File: src/rtl/mem_arb_pkg.sv
// Shared types for the unified instruction/data memory arbiter.
package mem_arb_pkg;

   typedef enum logic [1:0] {ARB_IDLE, ARB_ACCESS, ARB_RESP} arb_state_t;
   typedef enum logic {REQ_IF, REQ_D} req_id_t;

endpackage

File: src/rtl/mem_arb_prio_sel.sv
// Winner selection between fetch and load/store, plus the starvation counter's next value.
module mem_arb_prio_sel #(
   parameter int STARVE_MAX = 4,
   parameter int CNT_W      = 3
) (
   input  logic             i_if_req,
   input  logic             i_d_req,
   input  logic [CNT_W-1:0] i_count,
   output logic             o_winner,
   output logic [CNT_W-1:0] o_count_next
);
   import mem_arb_pkg::*;

   localparam logic [CNT_W-1:0] CNT_MAX = CNT_W'(STARVE_MAX);

   req_id_t winner;

   always_comb begin
      winner       = REQ_IF;
      o_count_next = i_count;
      // Data normally wins; a fetch that has waited out STARVE_MAX data grants takes the slot.
      if (i_if_req && (i_count == CNT_MAX)) begin
         winner = REQ_IF;
      end else if (i_d_req) begin
         winner = REQ_D;
      end

      if (winner == REQ_D) begin
         if (i_if_req && (i_count != CNT_MAX)) begin
            o_count_next = i_count + 1'b1;
         end
      end else if (i_if_req) begin
         o_count_next = '0;
      end
   end

   assign o_winner = winner;

endmodule

File: src/rtl/instr_data_mem_arbiter.sv
// Arbitrates one single-port memory between instruction fetch and load/store,
// one access in flight at a time (IDLE -> ACCESS -> RESP).
module instr_data_mem_arbiter
   import mem_arb_pkg::*;
#(
   parameter int ADDR_W     = 32,
   parameter int DATA_W     = 32,
   parameter int STARVE_MAX = 4
) (
   input  logic              i_Clk,
   input  logic              i_Reset,
   input  logic              i_IfReq,
   input  logic [ADDR_W-1:0] i_IfAddr,
   output logic              o_IfGnt,
   output logic              o_IfValid,
   output logic [DATA_W-1:0] o_IfRData,
   input  logic              i_DReq,
   input  logic              i_DWe,
   input  logic [ADDR_W-1:0] i_DAddr,
   input  logic [DATA_W-1:0] i_DWData,
   output logic              o_DGnt,
   output logic              o_DValid,
   output logic [DATA_W-1:0] o_DRData,
   output logic              o_MemWEnable,
   output logic [ADDR_W-1:0] o_MemAddr,
   output logic [DATA_W-1:0] o_MemWData,
   input  logic [DATA_W-1:0] i_MemRData
);

   localparam int CNT_W = $clog2(STARVE_MAX + 1);

   arb_state_t        state_q, state_d;
   req_id_t           id_q, id_d;
   logic              we_q, we_d;
   logic [ADDR_W-1:0] addr_q, addr_d;
   logic [DATA_W-1:0] wdata_q, wdata_d;
   logic [DATA_W-1:0] rdata_q, rdata_d;
   logic [CNT_W-1:0]  count_q, count_d;
   logic [CNT_W-1:0]  count_next;
   logic              win_is_d;
   logic              in_access;
   logic              in_resp;

   mem_arb_prio_sel #(
      .STARVE_MAX (STARVE_MAX),
      .CNT_W      (CNT_W)
   ) u_prio_sel (
      .i_if_req     (i_IfReq),
      .i_d_req      (i_DReq),
      .i_count      (count_q),
      .o_winner     (win_is_d),
      .o_count_next (count_next)
   );

   always_comb begin
      state_d = state_q;
      id_d    = id_q;
      we_d    = we_q;
      addr_d  = addr_q;
      wdata_d = wdata_q;
      rdata_d = rdata_q;
      count_d = count_q;
      case (state_q)
         ARB_IDLE: begin
            if (i_IfReq || i_DReq) begin
               count_d = count_next;
               state_d = ARB_ACCESS;
               if (win_is_d) begin
                  id_d    = REQ_D;
                  we_d    = i_DWe;
                  addr_d  = i_DAddr;
                  wdata_d = i_DWData;
               end else begin
                  id_d    = REQ_IF;
                  we_d    = 1'b0;
                  addr_d  = i_IfAddr;
                  wdata_d = '0;
               end
            end
         end
         ARB_ACCESS: begin
            // Stores report zero data, so there is nothing to capture for them.
            rdata_d = ((id_q == REQ_D) && we_q) ? '0 : i_MemRData;
            state_d = ARB_RESP;
         end
         ARB_RESP: begin
            state_d = ARB_IDLE;
         end
         default: begin
            state_d = ARB_IDLE;
         end
      endcase
   end

   always_ff @(posedge i_Clk) begin
      if (!i_Reset) begin
         state_q <= ARB_IDLE;
         id_q    <= REQ_IF;
         we_q    <= 1'b0;
         addr_q  <= '0;
         wdata_q <= '0;
         rdata_q <= '0;
         count_q <= '0;
      end else begin
         state_q <= state_d;
         id_q    <= id_d;
         we_q    <= we_d;
         addr_q  <= addr_d;
         wdata_q <= wdata_d;
         rdata_q <= rdata_d;
         count_q <= count_d;
      end
   end

   // Every output is a gated copy of registered state, so reset alone zeroes them.
   assign in_access    = (state_q == ARB_ACCESS);
   assign in_resp      = (state_q == ARB_RESP);
   assign o_IfGnt      = in_access && (id_q == REQ_IF);
   assign o_DGnt       = in_access && (id_q == REQ_D);
   assign o_IfValid    = in_resp && (id_q == REQ_IF);
   assign o_DValid     = in_resp && (id_q == REQ_D);
   assign o_IfRData    = o_IfValid ? rdata_q : '0;
   assign o_DRData     = o_DValid ? rdata_q : '0;
   assign o_MemWEnable = in_access && (id_q == REQ_D) && we_q;
   assign o_MemAddr    = in_access ? addr_q : '0;
   assign o_MemWData   = in_access ? wdata_q : '0;

endmodule

File: config.mk
export PLATFORM = sky130hd
export DESIGN_NAME = instr_data_mem_arbiter
export DESIGN_NICKNAME = d
export VERILOG_FILES = /design/src/rtl/mem_arb_pkg.sv /design/src/rtl/mem_arb_prio_sel.sv /design/src/rtl/instr_data_mem_arbiter.sv
export SDC_FILE = /design/constraint.sdc
export NUM_CORES = 1
export LEC_CHECK = 0
export ABC_AREA = 1
export BUFFER_PORTS_ARGS = -buffer_cell sky130_fd_sc_hd__buf_4
export CAP_MARGIN = 10
export CORE_MARGIN = 2
export CORE_UTILIZATION = 45
export CTS_CLUSTER_DIAMETER = 30
export DETAILED_ROUTE_END_ITERATION = 8
export GPL_ROUTABILITY_DRIVEN = 0
export MAX_ROUTING_LAYER = met4
export PLACE_DENSITY = 0.85
export SLEW_MARGIN = 25
export SYNTH_ARGS = -nofsm -noshare
export SYNTH_HDL_FRONTEND = slang
export SYNTH_SLANG_ARGS = --single-unit
File: constraint.sdc
create_clock -name i_Clk -period 2.15 [get_ports i_Clk]
set_input_delay 0.215 -clock i_Clk [delete_from_list [all_inputs] [get_ports i_Clk]]
set_output_delay 0.215 -clock i_Clk [all_outputs]
set_load 0.005 [all_outputs]
==> impl_results.md <==
* Status: completed
* Crit. End Element: output pin
* Slowest stage cell, crit path: inv_1
* Post-Synthesis Cells at 893
* Post-CTS setup repair buffer count at 0
* Total track usage at 0.235
* Drt total wl at 15300 µm
* Max_slew headroom at 0.412
* Post-DP HPWL at 10300 µm
* # clock sinks at 103
* Pin count of the biggest net entering global routing at 99
* M1 GR Usage at 0.278
* RSZ-0062 raised after global routing: true
* Worst skew pair latency at 0.34 ns
* Register area share after synthesis at 0.379
* Total power at 0.00471 W
* Die Y at 114 µm
* CTS max path bufs at 2
* Final ANT Viol Nets at 0
* WL/cell at 12.1 µm
* WHS Path Cells at 3
* Placed Cells incl. Taps at 1249
* Peak supply drop at 0.000534 V
* Antenna violations before repair at 0
* Max Transition Viols Final at 0
* Fin util at 0.649
* DRT iter0 DRCs at 452
* Fin crit share at 0.942
* Final hold vios at 0
* Non-Filler Instances at 1265
* Crit path top cell by count: inv_1
* Layout area overhead at 42.2%
* Pwr Density at 609 nW/µm²
* Leak Pwr at 3.68 nW
* Cell variety after synth at 23
* IO buf count at 265
* Die ar. at 13000 µm²
* Crit path cell chain: inv_1 > nor3_1 > inv_1 > nor2_1 > buf_4
* Synth Area in Adders at 0.00460
* CP peak stage delay at 0.42 ns
* Worst-path maximum fanout at 32
* Synth Warn # at 0
* Max Fclk at 493 MHz
* DRC viols at 0
* WHS Endpoint: rdata_q[23]
* Min Tclk post-route at 2.03 ns
* Number of global-route vias before repair at 5314
* Worst slew pin tran at 0.881 ns
* Seq cells post-synth at 103
* Critical path arrival at 1.81 ns
* RR Startpoint: count_q[0]
* Grt met2 use at 0.405
* CP bufs+invs at 3
* HP Class: primary input to flop
* Initial Util at 0.456
* Syn Nets at 1028
* Share of layout cells above drive strength 1 at 0.264
* Vias at 6112
* Worst setup SP type: flop
* Reg-to-Reg End: addr_q[8]
* Cell family with most CP delay: buffers and inverters
* Core Box Area at 11900 µm²
* Met3 usage at 0.0542
* Top-level port count at 266
* Worst path depth at 5
* CP required at 1.93 ns
* Clock Root Buffer: clkbuf_16
* Synthesized area at 5440 µm²
* WHS at 0.106 ns
* Die width at 114 µm
* Crit Path Class: flop to output pin
* Post-synthesis compound-gate area fraction at 0.137
* Depth of the CTS H-tree at 3
* Synth Area in Simple Gates at 0.350
* Drt pass-1 iters at 7
* Reg2reg path depth at 7
* CTS tree: done
* Gr busiest metal: met2
* Clock buffer count from CTS at 9
* Dpl ws at 0.485 ns
* CTS clock-pin slew for the worst setup and hold paths at 0.07 ns
* Multiplexer share of the synthesized area at 0
* Clk_skew at 0.00640 ns
* Main combinational cell family by area after synthesis: simple AND/OR/NAND/NOR gates
* R2r setup slk at 0.60 ns
* Setup ws final at 0.124 ns
* First-pass GRT wire length at 24500 µm
* Nets at 1248
* Gr ovfl total at 0
* Site Rows at 40
* Finish-stage setup viols at 0
* ANT cells at 0
* DR vias/cell at 4.83
* Min-Delay Startpoint: i_MemRData[23]
* Syn avg cell area at 6.09 µm²
* XOR/XNOR Fraction of Synth Area at 0.00161
* Max-cap violations at 0
* Cts repair resizes at 0
==> cell type report <==
cell class                 instances  area (µm²)
timing repair buffer             275        2100
sequential                       103        2060
tap                              147         184
fill                            1127        4180
multi-input combinational        615        2690
clock buffer                      14         274
inverter                         109         409
clock inverter                     2        13.8
==> cells in the final DEF, fill, tap and decap left out, types with 2 or more instances in the layout <==
cell / synthesis / routed
inv_2: 2 / 2
dfxtp_1: 103 / 103
nor2_1: 369 / 369
a21boi_1: 9 / 9
inv_1: 107 / 107
clkbuf_8: 0 / 3
nand2_1: 39 / 39
clkbuf_1: 45 / 2
a21boi_0: 23 / 23
ha_1: 2 / 2
buf_4: 3 / 272
buf_12: 0 / 3
o21ai_0: 62 / 62
nand3_1: 67 / 67
clkbuf_16: 0 / 9
nor3_1: 2 / 2
a21oi_1: 33 / 33
o21ai_1: 3 / 3
==> worst min-delay path, cell delays in order <==
cell	delay, ns
buf_4	0.08
a21oi_1	0.05
nor2_1	0.07
==> registers in the layout, indices dropped and copies added, names as in the netlist <==
register,cells
wdata_q,32
count_q,3
we_q,1
state_q,2
addr_q,32
rdata_q,32
id_q,1
==> how the worst max path moves through the flow <==
stage                   end       start  slack, ns
2_1_floorplan    addr_q[15]  count_q[0]       0.79
3_5_place_dp   o_DRData[12]        id_q       0.49
6_report       o_DRData[19]        id_q       0.12
3_3_place_gp   o_DRData[25]        id_q       0.56
4_1_cts        o_DRData[12]        id_q       0.11
5_1_grt        o_DRData[27]        id_q      -0.04
==> metal layers <==
metal | up-vias | wire length, µm
li1 | 3172 | -
met1 | 2720 | 6300
met2 | 203 | 7660
met3 | 17 | 1160
met4 | 0 | 227
met5 | - | 0
==> metrics by stage <==
stage                     setup TNS, ns  instance area, µm²
after floorplan                       0                5440
after global placement                0                7440
after detailed placement              0                7440
after CTS                             0                7730
after global routing             -0.255                7730
final                                 0                7730
==> cell families (layout without fill, tap and decap cells) <==
family                     after synthesis  count (layout)
and+or+nand+nor                        480             480
adders and majority gates                2               2
buffers and inverters                  175             400
xor gates and xnor gates                 1               1
AOI/OAI and AO/OA                      132             132
DFF                                    103             103
==> power breakdown <==
| group | internal (W) | total (W) | switching [W] |
|---|---|---|---|
| clock network | 0.000883 | 0.00158 | 0.000702 |
| logic | 0.000438 | 0.000978 | 0.000540 |
| registers | 0.00207 | 0.00214 | 0.0000702 |
==> synthesized netlist by cell type (all sizes together) <==
cell / number / area share
clkbuf: 45 / 0.031
o21ai: 66 / 0.061
a21boi: 32 / 0.044
nor3: 2 / 0.0018
inv: 109 / 0.075
dfxtp: 103 / 0.38
xor2: 1 / 0.0016
buf: 21 / 0.020
ha: 2 / 0.0046
nor2: 371 / 0.26
nand3: 68 / 0.064
a21oi: 33 / 0.030
nand2: 39 / 0.027
o21bai: 1 / 0.0014
==> what timing repair did <==
action	in CTS	in global routing
hold buffers	0	0
endpoints found under the setup margin	0	20
endpoints found under the hold margin	0	0
Note: power is estimated with default switching activity, not from simulation.
